[src/rtl/hc259_byte_writer_if.sv]
// hc259_byte_writer_if: byte/clear request handshake and 74HC259 pin bundle
interface hc259_byte_writer_if;
  logic [7:0] din;
  logic       din_valid;
  logic       din_ready;
  logic       clr_req;
  logic [2:0] a;
  logic       d;
  logic       nle;
  logic       nmr;
  logic       busy;
  logic       done;
  modport master (
    output din, din_valid, clr_req,
    input  din_ready, a, d, nle, nmr, busy, done
  );
  modport slave (
    input  din, din_valid, clr_req,
    output din_ready, a, d, nle, nmr, busy, done
  );
endinterface

[src/rtl/hc259_byte_writer.sv]
// hc259_byte_writer: writes a byte into a 74HC259 one changed bit at a time
// with setup/strobe/hold timing, and sequences master clears.
module hc259_byte_writer #(
  parameter int unsigned SETUP_CYC      = 1,
  parameter int unsigned STROBE_CYC     = 2,
  parameter int unsigned HOLD_CYC       = 1,
  parameter bit          SKIP_UNCHANGED = 1'b1
) (
  input logic               clk,
  input logic               rst_n,
  hc259_byte_writer_if.slave bus
);
  typedef enum logic [2:0] {IDLE, SETUP, STROBE, HOLD, CLEAR} state_t;
  state_t     state_q, state_d;
  logic [3:0] cnt_q, cnt_d, len;
  logic [7:0] mirror_q, mirror_d, pend_q, pend_d, tgt_q, tgt_d;
  logic [2:0] a_q, a_d;
  logic       d_q, d_d, nle_q, nmr_q, done_q, done_d;
  logic       mval_q, mval_d, clrp_q, clrp_d, last;

  function automatic logic [2:0] lowest(input logic [7:0] v);
    lowest = 3'd0;
    for (int j = 7; j >= 0; j--) if (v[j]) lowest = 3'(j);
  endfunction

  assign len  = state_q == SETUP ? 4'(SETUP_CYC) : state_q == HOLD ? 4'(HOLD_CYC) : 4'(STROBE_CYC);
  assign last = cnt_q == len - 4'd1;

  always_comb begin
    state_d  = state_q;
    pend_d   = pend_q;
    tgt_d    = tgt_q;
    mirror_d = mirror_q;
    mval_d   = mval_q;
    a_d      = a_q;
    d_d      = d_q;
    done_d   = 1'b0;
    clrp_d   = (bus.clr_req && state_q != IDLE) ? 1'b1 : clrp_q;
    unique case (state_q)
      IDLE:
        if (bus.clr_req || clrp_q) state_d = CLEAR;
        else if (bus.din_valid) begin
          tgt_d  = bus.din;
          pend_d = (SKIP_UNCHANGED && mval_q) ? bus.din ^ mirror_q : 8'hFF;
          if (pend_d == 8'h00) done_d = 1'b1;
          else begin
            state_d = SETUP;
            a_d     = lowest(pend_d);
            d_d     = bus.din[a_d];
          end
        end
      SETUP:  if (last) state_d = STROBE;
      STROBE: if (last) state_d = HOLD;
      HOLD:
        if (last) begin
          mirror_d[a_q] = tgt_q[a_q];
          pend_d[a_q]   = 1'b0;
          if (pend_d != 8'h00) begin
            state_d = SETUP;
            a_d     = lowest(pend_d);
            d_d     = tgt_q[a_d];
          end else begin
            // a clear requested mid-byte starts right away, no IDLE gap
            mval_d  = 1'b1;
            done_d  = 1'b1;
            state_d = clrp_d ? CLEAR : IDLE;
          end
        end
      CLEAR:
        if (last) begin
          mirror_d = 8'h00;
          mval_d   = 1'b1;
          clrp_d   = 1'b0;
          done_d   = 1'b1;
          state_d  = IDLE;
        end
      default: state_d = IDLE;
    endcase
    cnt_d = (state_d != state_q) ? 4'd0 : cnt_q + 4'd1;
  end

  // pins are registered from the next state so they line up with the phase
  always_ff @(posedge clk or negedge rst_n) begin
    if (!rst_n) begin
      state_q  <= IDLE;
      cnt_q    <= 4'd0;
      mirror_q <= 8'h00;
      mval_q   <= 1'b0;
      pend_q   <= 8'h00;
      tgt_q    <= 8'h00;
      clrp_q   <= 1'b0;
      a_q      <= 3'd0;
      d_q      <= 1'b0;
      nle_q    <= 1'b1;
      nmr_q    <= 1'b1;
      done_q   <= 1'b0;
    end else begin
      state_q  <= state_d;
      cnt_q    <= cnt_d;
      mirror_q <= mirror_d;
      mval_q   <= mval_d;
      pend_q   <= pend_d;
      tgt_q    <= tgt_d;
      clrp_q   <= clrp_d;
      a_q      <= a_d;
      d_q      <= d_d;
      nle_q    <= state_d != STROBE;
      nmr_q    <= state_d != CLEAR;
      done_q   <= done_d;
    end
  end

  assign bus.a         = a_q;
  assign bus.d         = d_q;
  assign bus.nle       = nle_q;
  assign bus.nmr       = nmr_q;
  assign bus.done      = done_q;
  assign bus.busy      = state_q != IDLE;
  assign bus.din_ready = state_q == IDLE && !bus.clr_req && !clrp_q;
endmodule

[src/flat_wrapper.sv]
// flat-port wrapper written by rule: the top's interface ports become plain ports
module hc259_byte_writer_flat 
#(
  parameter int unsigned SETUP_CYC      = 1,
  parameter int unsigned STROBE_CYC     = 2,
  parameter int unsigned HOLD_CYC       = 1,
  parameter bit          SKIP_UNCHANGED = 1'b1
)
  (clk, rst_n, bus_din, bus_din_valid, bus_clr_req, bus_din_ready, bus_a, bus_d, bus_nle, bus_nmr, bus_busy, bus_done);
  hc259_byte_writer_if bus_i ();
  input logic clk;
  input logic rst_n;
  input wire logic [$bits(bus_i.din)-1:0] bus_din;
  input wire logic [$bits(bus_i.din_valid)-1:0] bus_din_valid;
  input wire logic [$bits(bus_i.clr_req)-1:0] bus_clr_req;
  output wire logic [$bits(bus_i.din_ready)-1:0] bus_din_ready;
  output wire logic [$bits(bus_i.a)-1:0] bus_a;
  output wire logic [$bits(bus_i.d)-1:0] bus_d;
  output wire logic [$bits(bus_i.nle)-1:0] bus_nle;
  output wire logic [$bits(bus_i.nmr)-1:0] bus_nmr;
  output wire logic [$bits(bus_i.busy)-1:0] bus_busy;
  output wire logic [$bits(bus_i.done)-1:0] bus_done;
  assign bus_i.din = bus_din;
  assign bus_i.din_valid = bus_din_valid;
  assign bus_i.clr_req = bus_clr_req;
  assign bus_din_ready = bus_i.din_ready;
  assign bus_a = bus_i.a;
  assign bus_d = bus_i.d;
  assign bus_nle = bus_i.nle;
  assign bus_nmr = bus_i.nmr;
  assign bus_busy = bus_i.busy;
  assign bus_done = bus_i.done;
  hc259_byte_writer #(.SETUP_CYC(SETUP_CYC), .STROBE_CYC(STROBE_CYC), .HOLD_CYC(HOLD_CYC), .SKIP_UNCHANGED(SKIP_UNCHANGED)) u_core (.clk(clk), .rst_n(rst_n), .bus(bus_i));
endmodule
[config.mk]
export PLATFORM = sky130hd
export DESIGN_NAME = hc259_byte_writer_flat
export DESIGN_NICKNAME = d
export VERILOG_FILES = /design/src/rtl/hc259_byte_writer_if.sv /design/src/rtl/hc259_byte_writer.sv /design/src/flat_wrapper.sv
export SDC_FILE = /design/constraint.sdc
export NUM_CORES = 1
export LEC_CHECK = 0
export CAP_MARGIN = 10
export CELL_PAD_IN_SITES_DETAIL_PLACEMENT = 0
export CELL_PAD_IN_SITES_GLOBAL_PLACEMENT = 1
export CORE_MARGIN = 3
export CORE_UTILIZATION = 35
export CTS_CLUSTER_DIAMETER = 40
export DETAILED_ROUTE_END_ITERATION = 8
export GPL_ROUTABILITY_DRIVEN = 0
export GPL_TIMING_DRIVEN = 1
export HOLD_SLACK_MARGIN = 0.06
export PLACE_DENSITY_LB_ADDON = 0.15
export SYNTH_ARGS = -nofsm -noshare
export SYNTH_HDL_FRONTEND = slang
export SYNTH_SLANG_ARGS = --single-unit
[constraint.sdc]
create_clock -name clk -period 2.58 [get_ports clk]
set_input_delay 0.645 -clock clk [delete_from_list [all_inputs] [get_ports clk]]
set_output_delay 0.645 -clock clk [all_outputs]
set_load 0.03 [all_outputs]
# Word level (Yosys, flattened, before mapping)
# Cells that the tools add are included.
[word_totals] input_bits=12 word_cells=134 regBits=40
[op_classes] n_reduce_logical=18 bitwise_logic=4 eq_ne=15 addsub=2 magnitude_cmp=4 muxes=79
[op_table] cell="3-bit two-way mux" n=37
[op_table] cell="8-bit two-way mux" n=6
[op_table] cell="8-bit one-hot mux with 2 select lines" n=2
[op_table] cell="1-bit two-way mux" n=21
[op_table] cell="3-bit one-hot mux with 5 select lines" n=1
[op_table] cell="3-bit by 4-bit less-than comparator with 1-bit output (second input constant)" n=3
[op_table] cell="2-bit != test (second input constant)" n=5
[op_table] cell="1-bit binary-select mux with 3-bit select" n=3
[op_table] cell="8-bit AND" n=1
[op_table] cell="8-bit bitwise mux" n=1
[op_table] cell="8-bit logical NOT" n=1
[op_table] cell="4-bit two-way mux" n=2
[op_table] cell="8-bit NOT" n=1
[op_table] cell="4-bit AND reduction" n=2
[op_table] cell="8-bit nonzero test" n=1
[op_table] cell="8-bit XOR" n=1
[op_table] cell="3-bit by 2-bit equality test with 1-bit output (second input constant)" n=2
[op_table] cell="3-bit one-hot mux with 2 select lines" n=1
[op_table] cell="3-bit AND reduction" n=2
[op_table] cell="6-bit AND reduction" n=1
[op_table] cell="4-bit by 1-bit adder with 4-bit output (second input constant)" n=1
[op_table] cell="4-bit equality test" n=1
[op_table] cell="1-bit logical AND" n=4
[op_table] cell="2-bit by 1-bit != test with 1-bit output (second input constant)" n=2
[op_table] cell="17 further kinds" n=20

# Longest topological paths before layout
[depth] word_depth=22 depth_mapped=10 depth_no_buf=7

# Worst setup path before layout
# OpenSTA, ideal clock, no wires.
[synth_path] path_kind="in2reg" from="in bus_din[7]" to="reg u_core.d_q (netlist: u_core.bus.d)" required_time_ps=2449 n_path_buf=0 t_arrival_ps=2149 setup_slack_ps=300 setup_ps=131 cell_stages=7 path_cell_list="xnor2_1 > o211ai_1 > a21oi_1 > a211oi_2 > mux4_2 > a22oi_2 > o211ai_2"
[synth_between] elab_chain_len=20
[synth_rtl] item="start, declared" line_no="flat_wrapper.sv:13" rtl="input wire logic [$bits(bus_i.din)-1:0] bus_din;"
[synth_rtl] item="8-bit XOR" line_no="hc259_byte_writer.sv:44" rtl="pend_d = (SKIP_UNCHANGED && mval_q) ? bus.din ^ mirror_q : 8'hFF;"
[synth_rtl] item="8-bit two-way mux" line_no="hc259_byte_writer.sv:44"
[synth_rtl] item="3-bit two-way mux (8 in a row)" line_no="hc259_byte_writer.sv:23" rtl="for (int j = 7; j >= 0; j--) if (v[j]) lowest = 3'(j);"
[synth_rtl] item="3-bit two-way mux" line_no="hc259_byte_writer.sv:45" rtl="if (pend_d == 8'h00) done_d = 1'b1;"
[synth_rtl] item="3-bit two-way mux" line_no="hc259_byte_writer.sv:42" rtl="else if (bus.din_valid) begin"
[synth_rtl] item="3-bit two-way mux" line_no="hc259_byte_writer.sv:41" rtl="if (bus.clr_req || clrp_q) state_d = CLEAR;"
[synth_rtl] item="3-bit two-way mux" line_no="hc259_byte_writer.sv:39" rtl="unique case (state_q)"
[synth_rtl] item="1-bit binary-select mux with 3-bit select" line_no="hc259_byte_writer.sv:49" rtl="d_d = bus.din[a_d];"
[synth_rtl] item="1-bit two-way mux (not written as such)" line_no="hc259_byte_writer.sv:49"
[synth_rtl] item="1-bit two-way mux" line_no="hc259_byte_writer.sv:45"
[synth_rtl] item="1-bit two-way mux" line_no="hc259_byte_writer.sv:42"
[synth_rtl] item="1-bit two-way mux" line_no="hc259_byte_writer.sv:41"
[synth_rtl] item="1-bit one-hot mux with 2 select lines" line_no="hc259_byte_writer.sv:39"
[synth_rtl] item="end signal, assigned" line_no="hc259_byte_writer.sv:93" rtl="d_q <= 1'b0;"
[synth_rtl] item="end signal, assigned" line_no="hc259_byte_writer.sv:106" rtl="d_q <= d_d;"
[synth_rtl] item="end, declared" line_no="hc259_byte_writer.sv:18" rtl="logic d_q, d_d, nle_q, nmr_q, done_q, done_d;"
# Parallel ways exist; a longest one is shown, timed or not. The select of a mux whose other input is x is not followed.
# A chain may end at the register's enable or synchronous reset.

# Final worst setup path
[layout_path] from="in bus_din[6]" to="reg u_core.d_q (netlist: u_core.bus.d)"
[layout_between] elab_chain_len=19
[layout_rtl] item="8-bit XOR" line_no="hc259_byte_writer.sv:44"
[layout_rtl] item="8-bit two-way mux" line_no="hc259_byte_writer.sv:44"
[layout_rtl] item="3-bit two-way mux (7 in a row)" line_no="hc259_byte_writer.sv:23"
[layout_rtl] item="3-bit two-way mux" line_no="hc259_byte_writer.sv:45"
[layout_rtl] item="3-bit two-way mux" line_no="hc259_byte_writer.sv:42"
[layout_rtl] item="3-bit two-way mux" line_no="hc259_byte_writer.sv:41"
[layout_rtl] item="3-bit two-way mux" line_no="hc259_byte_writer.sv:39"
[layout_rtl] item="1-bit binary-select mux with 3-bit select" line_no="hc259_byte_writer.sv:49"
[layout_rtl] item="1-bit two-way mux (not written as such)" line_no="hc259_byte_writer.sv:49"
[layout_rtl] item="1-bit two-way mux" line_no="hc259_byte_writer.sv:45"
[layout_rtl] item="1-bit two-way mux" line_no="hc259_byte_writer.sv:42"
[layout_rtl] item="1-bit two-way mux" line_no="hc259_byte_writer.sv:41"
[layout_rtl] item="1-bit one-hot mux with 2 select lines" line_no="hc259_byte_writer.sv:39"
# Parallel ways exist; a longest one is shown, timed or not. The select of a mux whose other input is x is not followed.

==> summary.txt <==
Pwr
  – Sw Pwr: about 1.5 mW
  – Int Pwr: roughly 1.7 mW
  – Sw Ratio: between 40% and 50%
  – Cell area power density: 997.7 mW/mm^2
  – Clock power share: 13.2%
  – Worst vdd ir: 0.2758 mV
  – Comb pwr share: 51.7%
  – Part of the power in registers: 35.1%
  – Pleak: 1.416 nW

Run status
  – Status: completed

Route
  – Router iterations before antenna repair: 4
  – Vias post-DR: around 2.3k
  – DRC: 0
  – WL final: between 7 and 8 mm
  – Vias/cell: between 5 and 6
  – WL/cell: 16.38 um
  – Post-route antenna net violation count: 0
  – Starting DRC count in detailed routing: around 190

STA
  – Clock Skews: 0.008404 ns
  – Slew Limit Headroom: 64.11%
  – Period utilisation layout: roughly 95%
  – Worst hold margin: 0.4032 ns
  – Final hold viol count: 0
  – Final min period: 2.462 ns
  – Final worst slack: 0.1176 ns
  – Fmax achieved: around 400 MHz
  – RSZ-0062 raised after global routing: no
  – Setup violations, final: 0
  – Worst-Margin Slew: approximately 0.54 ns
  – Slew Limit Fails: 0

Global routing
  – Initial antenna violation count: 0
  – First-pass GRT wire length: 11.65 mm
  – Largest net degree at the start of global routing: 41
  – Total Routing Usage GR: 17.64%
  – GRT overflow: 0
  – Vias in the first global route: 2,137

Placed design
  – Buffers on Ports: 20
  – Worst slack, placed: -0.2099 ns
  – DP Area: 0.003112 sq mm
  – Hpwl dp: 5.529 mm

Setup path
  – CP startpoint: bus_din[6]
  – Crit start category: input port
  – Max FO, Critical Path: 3
  – CP arrival: between 2 and 3 ns
  – Crit Path Class: in -> reg
  – RR Startpoint: u_core.state_q[2]$_DFF_PN0_
  – Critical Path RT: 2.76 ns
  – Crit. End Element: flip-flop

Synth
  – Synthesized area per cell: 8.813 sq um
  – Ys async rst share: 100.0%
  – Synthesis Warnings: 0
  – Largest cells by area after synthesis: dfrtp_1 36%, nand2_1 6.2%, mux2i_1 5.7%
  – Ys flop type: dfrtp_1
  – Unique masters post-synth: 64
  – Synthesized area: approximately 0.0026 sq mm
  – Post-synth EDFFs: 0
  – #FFs+latches synth: 40
  – Mapped Cells: 297
  – Yosys top cell area share: ~36%
  – Seq/Total Area, Yosys: between 30% and 40%
  – Synthesized net count: 310
  – Post-synth top area cell: dfrtp_1

Clock network
  – CTS tree: yes
  – Clock Tree Root: clkbuf_8
  – # clock sinks: 40
  – CTS max path bufs: 2
  – Reg clk slew, reported paths: 0.09 ns
  – CTS buffer count: 5
  – CTS H-tree depth: 2
  – Clk Latency, worst-skew pair: 0.30 ns

Floorplanning
  – Die Wd: 92.48 um
  – Ports: 21
  – Die height: 92.48 um
  – Core Region: 0.007019 sq mm
  – Die area: 0.008553 sq mm
  – Initial Util: 37.29%
  – # rows: 30

Layout
  – Ant diodes: 0
  – Total Nets Final: 356
  – Area growth, synth to finish: 21.99%
  – Final instance area: 0.003193 sq mm
  – Fill count: 739
  – Layout cell share with drive strength beyond 1: 20.41%

Flow run
  – Maxcap violations: 0

Hold path
  – Worst Hold Class: in -> async
[stage by stage]
step	power [mW]	utilization, %	TNS, ns	cells
after detailed placement	2.770	44.33	-1.254	432
after CTS	3.188	45.44	0	439
after global placement	2.765	44.33	-1.263	432
final	3.186	45.49	0	439
after floorplan	2.222	-	0	297
after global routing	3.444	45.49	0	439
[cell usage after synthesis (5+ instances only)]
cell / count
clkbuf_1: 5
or3_1: 5
mux2i_1: 15
a31oi_1: 6
xnor2_1: 9
nand2_1: 43
a21o_1: 9
o21ai_0: 11
nor3_1: 9
buf_2: 8
inv_1: 5
nand3_1: 7
nor2_1: 32
a21oi_1: 21
dfrtp_1: 38
[sequential cells by signal (all words and copies together) (netlist names)]
register,flops
u_core.mirror_q,8
u_core.pend_q,8
u_core.tgt_q,8
u_core.cnt_q,4
u_core.bus.a,3
u_core.state_q,3
u_core.bus.d,1
u_core.bus.done,1
u_core.bus.nle,1
u_core.bus.nmr,1
u_core.clrp_q,1
u_core.mval_q,1
[power by group through the flow]
stage | Clock (mW) | Combinational (mW) | Sequential [mW]
2_1_floorplan | 0 | 1.15 | 1.07
3_3_place_gp | 0 | 1.64 | 1.12
3_5_place_dp | 0 | 1.64 | 1.13
4_1_cts | 0.422 | 1.65 | 1.12
5_1_grt | 0.444 | 1.84 | 1.16
6_report | 0.419 | 1.65 | 1.12
[per-layer routing]
layer	GRT usage (%)	wire, um	share of wire (%)	vias up
li1	-	-	-	1151
met5	0	0	0	-
met1	26.46	3632	51	1076
met3	2.681	302	4.2	2
met2	26.40	3225	45	49
met4	4.455	30	0.42	0
[cell type report]
| type | instances | area (sq um) | share of cell area, % |
|---|---|---|---|
| multi-input cells | 235 | 1514 | 47.41 |
| flip-flops and latches | 40 | 1005 | 31.47 |
| repair buffers | 54 | 450.4 | 14.11 |
| well taps | 96 | 120.1 | 3.762 |
| clock buffers | 6 | 72.57 | 2.273 |
| inverters | 7 | 26.28 | 0.8229 |
| clock inverters | 1 | 5.005 | 0.1567 |
[critical path: stages]
cell,delay [ns]
clkdlybuf4s50_1,0.46
xor2_1,0.16
o211ai_1,0.17
a21oi_1,0.10
a211oi_2,0.28
mux4_2,0.54
a22oi_2,0.19
o211ai_2,0.09
[cell families after synthesis]
group                    Yosys count  synth area share (%)
AO/OA/AOI/OAI                     72                 19.70
multiplexers                      19                 7.887
XOR/XNOR                          14                 5.258
flip-flops                        40                 38.34
adder cells (fa/ha/maj)            1                0.4779
AND/OR/NAND/NOR                  129                 24.52
buffers and inverters             22                 3.824
[cells in the final DEF (no fill, tap or decap), drive strengths merged, types with 3 or more instances in the layout]
cell type	Yosys	layout
and3	3	3
or3	5	5
clkbuf	5	6
a21oi	22	22
and2	3	3
o2111ai	3	3
inv	7	7
a31oi	6	6
clkdlybuf4s50	0	17
nand3	7	7
o21ai	14	14
dfrtp	38	38
nand2	45	45
nor3	10	10
mux2i	15	15
nor2	33	33
nand2b	3	3
nor2b	4	4
a2111oi	3	3
o211ai	3	3
mux2	3	3
buf	10	36
or2	6	6
xor2	3	3
a21o	9	9
xnor2	11	11
[worst paths after layout]
path                                               end  slack, ns  cells past startpoint
max in group asynchronous  u_core.bus.a[1]$_DFFE_PN0P_       1.78                      2
min in group clk           u_core.tgt_q[6]$_DFFE_PN0P_       0.52                      2
max                           u_core.bus.d$_DFFE_PN0P_       0.12                      8
min reg2reg                u_core.tgt_q[6]$_DFFE_PN0P_       0.52                      2
min                          u_core.cnt_q[2]$_DFF_PN0_       0.40                      2
max reg2reg                   u_core.bus.d$_DFFE_PN0P_       0.41                      7
[what timing repair did]
item                       in CTS  in global routing
buffers inserted                0                  0
resized for setup               0                  2
setup endpoints to repair       0                  2
hold buffers                    0                  0
(Power assumes the default switching activity.)
